### src/rtl/stack_sequencer.sv
// Stack engine: owns the stack pointer and turns PUSH/POP/PEEK/SWAP commands
// into word-aligned memory transactions on a registered initiator port.
module stack_sequencer #(
  parameter logic [15:0] SP_TOP = 16'h0FFE,
  parameter int          DEPTH  = 64
) (
  input  logic        clock,
  input  logic        reset_n,
  input  logic        cmd_valid,
  output logic        cmd_ready,
  input  logic [1:0]  cmd_op,
  input  logic [15:0] cmd_data,
  output logic        rsp_valid,
  output logic [15:0] rsp_data,
  output logic        err_overflow,
  output logic        err_underflow,
  output logic [15:0] mem_addr,
  output logic [15:0] mem_wdata,
  output logic        mem_we,
  output logic        mem_re,
  input  logic [15:0] mem_rdata,
  output logic [15:0] sp_out,
  output logic [6:0]  depth
);

  typedef enum logic [3:0] {
    S_IDLE, S_PUSH_WR, S_RD1, S_RD2, S_CAP, S_SW_WR1, S_SW_WR2, S_RESP, S_ERR
  } state_t;

  localparam logic [1:0] OP_PUSH = 2'b00;
  localparam logic [1:0] OP_POP  = 2'b01;
  localparam logic [1:0] OP_SWAP = 2'b11;
  localparam logic [6:0] DEPTH_MAX = 7'(DEPTH);

  state_t      state_q, state_d;
  logic [1:0]  op_q, op_d;
  logic [15:0] sp_q, sp_d;
  logic [6:0]  depth_q, depth_d;
  logic [15:0] top_q, top_d;
  logic [15:0] rsp_data_q, rsp_data_d;
  logic        rsp_valid_q, rsp_valid_d;
  logic        err_ov_q, err_ov_d;
  logic        err_un_q, err_un_d;
  logic [15:0] addr_q, addr_d;
  logic [15:0] wdata_q, wdata_d;
  logic        we_q, we_d;
  logic        re_q, re_d;
  logic        accept;

  assign accept = cmd_valid && (state_q == S_IDLE);

  always_ff @(posedge clock or negedge reset_n) begin
    if (!reset_n) begin
      state_q     <= S_IDLE;
      op_q        <= OP_PUSH;
      sp_q        <= SP_TOP;
      depth_q     <= '0;
      top_q       <= '0;
      rsp_data_q  <= '0;
      rsp_valid_q <= 1'b0;
      err_ov_q    <= 1'b0;
      err_un_q    <= 1'b0;
      addr_q      <= '0;
      wdata_q     <= '0;
      we_q        <= 1'b0;
      re_q        <= 1'b0;
    end else begin
      state_q     <= state_d;
      op_q        <= op_d;
      sp_q        <= sp_d;
      depth_q     <= depth_d;
      top_q       <= top_d;
      rsp_data_q  <= rsp_data_d;
      rsp_valid_q <= rsp_valid_d;
      err_ov_q    <= err_ov_d;
      err_un_q    <= err_un_d;
      addr_q      <= addr_d;
      wdata_q     <= wdata_d;
      we_q        <= we_d;
      re_q        <= re_d;
    end
  end

  always_comb begin
    state_d = state_q;
    case (state_q)
      S_IDLE: begin
        if (accept) begin
          case (cmd_op)
            OP_PUSH: state_d = (depth_q == DEPTH_MAX) ? S_ERR : S_PUSH_WR;
            OP_SWAP: state_d = (depth_q < 7'd2)       ? S_ERR : S_RD1;
            default: state_d = (depth_q == 7'd0)      ? S_ERR : S_RD1;
          endcase
        end
      end
      S_PUSH_WR: state_d = S_IDLE;
      S_RD1:     state_d = (op_q == OP_SWAP) ? S_RD2 : S_CAP;
      S_RD2:     state_d = S_CAP;
      S_CAP:     state_d = (op_q == OP_SWAP) ? S_SW_WR1 : S_RESP;
      S_SW_WR1:  state_d = S_SW_WR2;
      S_SW_WR2:  state_d = S_RESP;
      S_RESP:    state_d = S_IDLE;
      S_ERR:     state_d = S_IDLE;
      default:   state_d = S_IDLE;
    endcase
  end

  // Strobes are decoded from the state being entered so they appear registered
  // in that state; captures and pointer updates happen on leaving a state.
  always_comb begin
    op_d        = op_q;
    sp_d        = sp_q;
    depth_d     = depth_q;
    top_d       = top_q;
    rsp_data_d  = rsp_data_q;
    rsp_valid_d = 1'b0;
    err_ov_d    = 1'b0;
    err_un_d    = 1'b0;
    addr_d      = addr_q;
    wdata_d     = wdata_q;
    we_d        = 1'b0;
    re_d        = 1'b0;

    case (state_q)
      S_IDLE:    if (accept) op_d = cmd_op;
      S_PUSH_WR: begin
        sp_d    = sp_q - 16'd2;
        depth_d = depth_q + 7'd1;
      end
      S_RD2:     top_d = mem_rdata;
      S_CAP: begin
        rsp_data_d = mem_rdata;
        if (op_q == OP_POP) begin
          sp_d    = sp_q + 16'd2;
          depth_d = depth_q - 7'd1;
        end
      end
      default: ;
    endcase

    case (state_d)
      S_PUSH_WR: begin
        we_d    = 1'b1;
        addr_d  = sp_q;
        wdata_d = cmd_data;
      end
      S_RD1: begin
        re_d   = 1'b1;
        addr_d = sp_q + 16'd2;
      end
      S_RD2: begin
        re_d   = 1'b1;
        addr_d = sp_q + 16'd4;
      end
      S_SW_WR1: begin
        we_d    = 1'b1;
        addr_d  = sp_q + 16'd2;
        wdata_d = mem_rdata;
      end
      S_SW_WR2: begin
        we_d    = 1'b1;
        addr_d  = sp_q + 16'd4;
        wdata_d = top_q;
      end
      S_RESP: rsp_valid_d = 1'b1;
      S_ERR: begin
        err_ov_d = (cmd_op == OP_PUSH);
        err_un_d = (cmd_op != OP_PUSH);
      end
      default: ;
    endcase
  end

  assign cmd_ready     = (state_q == S_IDLE);
  assign rsp_valid     = rsp_valid_q;
  assign rsp_data      = rsp_data_q;
  assign err_overflow  = err_ov_q;
  assign err_underflow = err_un_q;
  assign mem_addr      = addr_q;
  assign mem_wdata     = wdata_q;
  assign mem_we        = we_q;
  assign mem_re        = re_q;
  assign sp_out        = sp_q;
  assign depth         = depth_q;

endmodule

### config.mk
export PLATFORM = sky130hd
export DESIGN_NAME = stack_sequencer
export DESIGN_NICKNAME = d
export VERILOG_FILES = /design/src/rtl/stack_sequencer.sv
export SDC_FILE = /design/constraint.sdc
export NUM_CORES = 1
export LEC_CHECK = 0
export ABC_AREA = 1
export BUFFER_PORTS_ARGS = -buffer_cell sky130_fd_sc_hd__buf_2
export CORE_UTILIZATION = 50
export DETAILED_ROUTE_END_ITERATION = 10
export PLACE_DENSITY = 0.77
export SYNTH_ARGS = -nofsm -noshare
export SYNTH_HDL_FRONTEND = slang
export SYNTH_SLANG_ARGS = --single-unit
### constraint.sdc
create_clock -name clock -period 3.25 [get_ports clock]
set_input_delay 0.65 -clock clock [delete_from_list [all_inputs] [get_ports clock]]
set_output_delay 0.65 -clock clock [all_outputs]
set_load 0.02 [all_outputs]
==> flow_metrics.tcl, run 1 <==
set metrics [dict create \
    slew_violations 0 \
    cp.arrival_ns 2.85 \
    start_kind "flip-flop" \
    synth_area_per_cell_um2 7.52 \
    rsz0062_at_grt "false" \
    setup.worst_path.class "reg -> reg" \
    crit_required_ns 3.48 \
    cts-resized-gates 0 \
    synthMuxAreaShare 0 \
    syn_to_final_growth_pct 17.2 \
    synth_top_family_by_area "simple AND/OR/NAND/NOR gates" \
    grt_antenna_before_repair 0 \
    slew_headroom 0.376 \
    fillerInstances 1030 \
    ys_seq_area_frac 0.426 \
    setup_viol 0 \
    diodes 0 \
    die_x_um 108 \
    synth_area_leaders "dfrtp_1 38%, nand2_1 13%, o21ai_0 6.8%" \
    drv_cap 0 \
    io_buffers 111 \
    grt_use_total 0.254 \
    status "completed" \
    cts_tree "yes" \
    final.min_clock_period_ns 2.61 \
    ir_drop_v 0.000590 \
    synthAdderAreaFrac 0.0300 \
    seqPwrFrac 0.289 \
    power_density_nw_per_um2 1250 \
    cts_setup_buffers 0 \
    start_util 0.518 \
    rows 38 \
    synth-simple-area-share 0.274 \
    pwr-share-comb 0.574 \
    layout_common_cells "194 x nand2_1, 110 x buf_2, 89 x inv_1" \
    clock-sinks 96 \
    numCtsBuffers 9 \
    dpl_cell_area_um2 6320 \
    grt_pass1_wl_mm 23.4 \
    hold_class "in -> async" \
    coreArea_um2 10900 \
    drc_errors 0 \
    ys_ff_latch 96 \
    routabilityCongestion 0.919 \
    synth-compound-area-share 0.129 \
    ios 114 \
    die-area_um2 11800 \
    vias 5166 \
    ctsHoldBuffers 0 \
    path_clk_slew_ns 0.07 \
    first_pass_iters 5 \
    fin_tns_setup_ns 0 \
    grt_max_degree 78 \
    drive_above_1_share 0.212 \
    final_core_util 0.608 \
    skew_ns 0.00706 \
    yosys_warnings 0 \
    synthFlopType "dfrtp_1" \
    reg2reg_depth 12 \
    regArea_um2 2420 \
    drt_iter0_drc 339 \
    root_buffer "clkbuf_16" \
    layout.nets 902 \
    synth_xor_area_frac 0.0479 \
    p_sw_mw 4.22 \
    layout_commonest_cell "nand2_1" \
    worstSkewPairLatency_ns 0.35 \
    tightestPinTransition_ns 0.936 \
    syn_area_um2 5670 \
    multi_input_area_um2 2730 \
    fmax_ghz 0.383 \
    power_leakage_nw 3.48 \
    wire_per_inst_um 14.2 \
    cp_max_fo 8 \
    hold_violations 0 \
    netlist.area_leader.share 0.375 \
    ys_types 46 \
    grt_remaining_overflow 0 \
    swShare 0.510 \
    die_h_um 108 \
    drt_wl_total_mm 14.1 \
    fin_area_um2 6650 \
    async_reset_ff_frac 1.00 \
    synth-edff-count 0 \
    p_clk_frac 0.137 \
    ctsHtreeMaxLevel 3 \
    syn_inst 754 \
    end_kind "flip-flop" \
    grt_pass1_vias 4792 \
    p_int_mw 4.06 \
    hpwl_mm 10.0 \
    clk_path_buf_depth 2 \
    fin_crit_sh 0.804 \
    antenna_left 0 \
    viasPerCell 5.18 \
    yosysTopAreaCell "dfrtp_1" \
]
-- worst max-delay path: stages, from the launching register on --
cell and delay (ns):
dfrtp_1 0.43, nor2_2 0.21, inv_1 0.07, nor2_2 0.35, inv_1 0.13, fa_1 0.42
o21ai_0 0.27, nand2_1 0.11, nand2_1 0.07, a21oi_1 0.06, o21ai_0 0.14, a21oi_1 0.07
xor2_1 0.16
-- routing by layer --
metal | wire (um) | GRT usage
met2 | 6610 | 0.404
met5 | 0 | 0
met3 | 776 | 0.0368
met4 | 199 | 0.0801
met1 | 6540 | 0.356
-- synth_stat cells, types with 3 or more instances --
library cell and number:
ha_1 12, nor4_1 4, o21ai_0 77, o21a_1 3, nand4_1 11, a31oi_1 3, nor2_2 5, nand2_1 194
nand3b_1 11, nor2_1 64, inv_2 7, nor3_1 8, a21oi_1 18, dfstp_2 11, nand3_1 43, buf_2 9
inv_1 89, nand2_2 3, dfrtp_1 85, o21ai_1 9, xor2_1 30, clkbuf_1 23, a21oi_2 6
-- cell type report --
type	instances	share of cell area
Clock inverter	7	0.0147
Clock buffer	9	0.0339
Inverter	97	0.0550
Timing Repair Buffer	121	0.0953
Sequential cell	96	0.364
Multi-Input combinational cell	527	0.411
Tap cell	140	0.0264
-- flip-flops by register name, summed over array words and instances (netlist names) --
name,flops
depth,7
top_q,16
mem_we,1
rsp_valid,1
state_q,4
mem_addr,15
mem_re,1
err_underflow,1
rsp_data,16
sp_out,15
op_q,2
mem_wdata,16
err_overflow,1
-- worst paths after layout --
check / from / end / slack [ns]
min: reset_n / sp_out[12] / 0.45
min in group clock: rsp_data[8] / rsp_data[8] / 0.48
max in group asynchronous: reset_n / mem_re / 2.08
min reg2reg: rsp_data[8] / rsp_data[8] / 0.48
max: state_q[1] / depth[6] / 0.64
max reg2reg: state_q[1] / depth[6] / 0.64
-- power groups by stage --
stage          Sequential [mW]  Clock, mW  Combinational (mW)
2_1_floorplan             2.72          0                3.12
3_3_place_gp              2.39          0                4.61
3_5_place_dp              2.39          0                4.71
4_1_cts                   2.38       1.15                4.75
5_1_grt                   2.47       1.21                5.37
6_report                  2.39       1.14                4.75
-- through the flow --
stage | hold WS, ns | total power [mW] | std cells | setup WS [ns]
2_1_floorplan | 0.354 | 5.84 | 755 | 0.577
4_1_cts | 0.487 | 8.28 | 997 | 0.673
6_report | 0.452 | 8.27 | 997 | 0.637
5_1_grt | 0.510 | 9.05 | 997 | 0.398
3_5_place_dp | 0.468 | 7.11 | 981 | 0.472
3_3_place_gp | 0.462 | 7.00 | 981 | 0.559
-- logic make-up after synthesis --
| group | Yosys count |
|---|---|
| compound gates | 130 |
| fa+ha+maj | 13 |
| other cells | 1 |
| buf+inv | 132 |
| xor+xnor | 31 |
| simple gates | 351 |
| flops | 96 |
Note: power is estimated with default switching activity, not from simulation.
==> inputs of run 2 (changes only) <==
Settings changed: ABC_AREA 1 to 0, CORE_UTILIZATION 50 to 49, PLACE_DENSITY 0.77 to 0.79.
Clock period 3.25 ns to 2.1 ns, I/O delays scaled along.
==> run 2 against run 1 <==
Compared with the run above:
- the flow now finishes with violations (setup timing)
- sequential cell count did not move
- non-clock buffer count rose by 89
- design area rose by 8.8%
- combinational power rose by 110%
- via count fell by 2.3%
- critical endpoint is now mem_wdata[0]
==> flow_metrics.tcl, run 2 <==
set metrics [dict create \
    routabilityCongestion 0.904 \
    ys_ff_latch 96 \
    antenna_left 0 \
    die_x_um 103 \
    dp_cells 820 \
    die_h_um 103 \
    grt_use_total 0.295 \
    regArea_um2 2420 \
    synth_area_leaders "dfrtp_1 42%, nand2_1 6.4%, dfstp_2 5.7%" \
    viasPerCell 5.85 \
    rsz0062_at_grt "true" \
    async_reset_ff_frac 1.00 \
    start_util 0.511 \
    layout_common_cells "110 x buf_2, 84 x dfrtp_1, 82 x nand2_1" \
    fin_tns_setup_ns -12.92 \
    fin_area_um2 7230 \
    drt_wl_total_mm 16.0 \
    drc_errors 0 \
    grt_remaining_overflow 0 \
    skew_ns 0.0160 \
    root_buffer "clkbuf_8" \
    r2r-end "mem_wdata[0]" \
    seqPwrFrac 0.240 \
    cp.arrival_ns 2.94 \
    io_buffers 111 \
    syn_area_um2 5040 \
    status "finished with violations" \
    crit_required_ns 2.38 \
    netlist.area_leader.share 0.422 \
    synth_area_per_cell_um2 9.47 \
    setup_viol 34 \
    clk_path_buf_depth 2 \
    ios 114 \
    ys_seq_area_frac 0.480 \
    whs_ns 0.263 \
    clock-sinks 96 \
    numCtsBuffers 9 \
    holdPathEnd "rsp_data[6]" \
    hp-start "mem_rdata[6]" \
    drive_above_1_share 0.468 \
    layout_commonest_cell "buf_2" \
    coreArea_um2 9860 \
    end_kind "flip-flop" \
    yosys_warnings 0 \
    setup_ws_ns -0.565 \
    rows 36 \
    first_pass_iters 5 \
    fmax_ghz 0.375 \
    start_kind "flip-flop" \
    hold_violations 0 \
    yosysMostFrequentCell "nand2_1" \
    syn_inst 532 \
    pwr-share-comb 0.670 \
    grt_antenna_before_repair 0 \
    setup.worst_path.class "reg -> reg" \
    p_clk_frac 0.090 \
    p_sw_mw 7.14 \
    yosysTopAreaCell "dfrtp_1" \
    drv_cap 0 \
    fin_crit_sh 1.27 \
    fin_cells 862 \
    ys_types 67 \
    power_density_nw_per_um2 2100 \
    cts_tree "yes" \
    slew_violations 0 \
    final.min_clock_period_ns 2.67 \
    hpwl_mm 10.3 \
    diodes 0 \
    timing.rr.start "state_q[2]" \
    ir_drop_v 0.00109 \
    grt_pass1_vias 4952 \
    wire_per_inst_um 18.5 \
    die-area_um2 10700 \
    worstSkewPairLatency_ns 0.39 \
    synthFlopType "dfrtp_1" \
    multi_input_area_um2 2880 \
    synthTopCellsByCount "86 x nand2_1, 85 x dfrtp_1, 52 x nor2_1, 26 x o21ai_0, 23 x a21oi_1" \
    reg2reg_depth 10 \
    violations "setup timing" \
    power_leakage_nw 3.36 \
    cp_max_fo 9 \
    dpl_cell_area_um2 6310 \
    whs_path_depth 3 \
    swShare 0.469 \
    ctsHtreeMaxLevel 3 \
    power_mw 15.2 \
    vias 5047 \
    p_int_mw 8.07 \
    layout.nets 774 \
    syn_to_final_growth_pct 43.5 \
    grt_pass1_wl_mm 23.9 \
    path_clk_slew_ns 0.11 \
    hold_class "in -> reg" \
    drt_iter0_drc 295 \
    rrSetupSlack_ns -0.57 \
    fillerInstances 670 \
    synth-edff-count 0 \
    grt_max_degree 46 \
]
run 2: layer usage:
metal,routed length (um),vias to the layer above,GRT usage
li1,-,2266,-
met1,6380,2475,0.363
met2,7990,265,0.495
met3,1200,41,0.0571
met4,425,0,0.154
met5,0,-,0
run 2: critical path, stage by stage (launching register included):
cell	delay, ns
dfrtp_1	0.43
nor4_4	0.39
buf_4	0.18
o211ai_1	0.08
o21a_2	0.26
buf_4	0.18
a31oi_4	0.26
buf_6	0.16
bufbuf_16	0.26
nand2_1	0.06
a31oi_1	0.28
run 2: what timing repair did:
item	4_1_cts	5_1_grt
pin swaps	23	25
hold buffers	1	0
cloned	3	1
setup endpoints to repair	38	43
hold endpoints to repair	30	0
buffers inserted	14	8
resized for setup	50	57
run 2: final cells by class:
| cell class | count | area share |
|---|---|---|
| inverters | 17 | 0.0106 |
| clock inverters | 6 | 0.0125 |
| well taps | 133 | 0.0230 |
| repair buffers | 210 | 0.204 |
| multi-input cells | 390 | 0.398 |
| clock buffers | 10 | 0.0176 |
| flip-flops and latches | 96 | 0.334 |
run 2: cell families after synthesis:
family / synth area share
AO/OA/AOI/OAI: 0.178
XOR/XNOR: 0.0382
flip-flops: 0.480
AND/OR/NAND/NOR: 0.189
buffers and inverters: 0.0407
multiplexers: 0.0400
other: 0.000744
adder cells (fa/ha/maj): 0.0338
run 2: worst max-delay path by stage:
stage	from	to	cells past startpoint
CTS	depth[1]	mem_addr[6]	10
global placement	cmd_op[0]	mem_addr[7]	12
finish	state_q[2]	mem_wdata[0]	10
floorplan	state_q[3]	mem_addr[13]	10
global route	state_q[2]	mem_wdata[0]	10
detailed placement	cmd_op[0]	mem_addr[5]	12
run 2: metrics by stage:
step	setup WS [ns]	util
floorplan	-0.607	-
global placement	-0.647	0.640
detailed placement	-0.703	0.640
CTS	-0.420	0.704
global route	-0.599	0.733
finish	-0.565	0.733
run 2: power by group through the flow:
stage	registers (mW)	logic, mW	clock network [mW]
4_1_cts	3.56	9.20	1.37
6_report	3.66	10.2	1.37
3_5_place_dp	3.57	7.97	0
5_1_grt	3.75	11.0	1.45
3_3_place_gp	3.53	7.75	0
2_1_floorplan	4.19	4.41	0
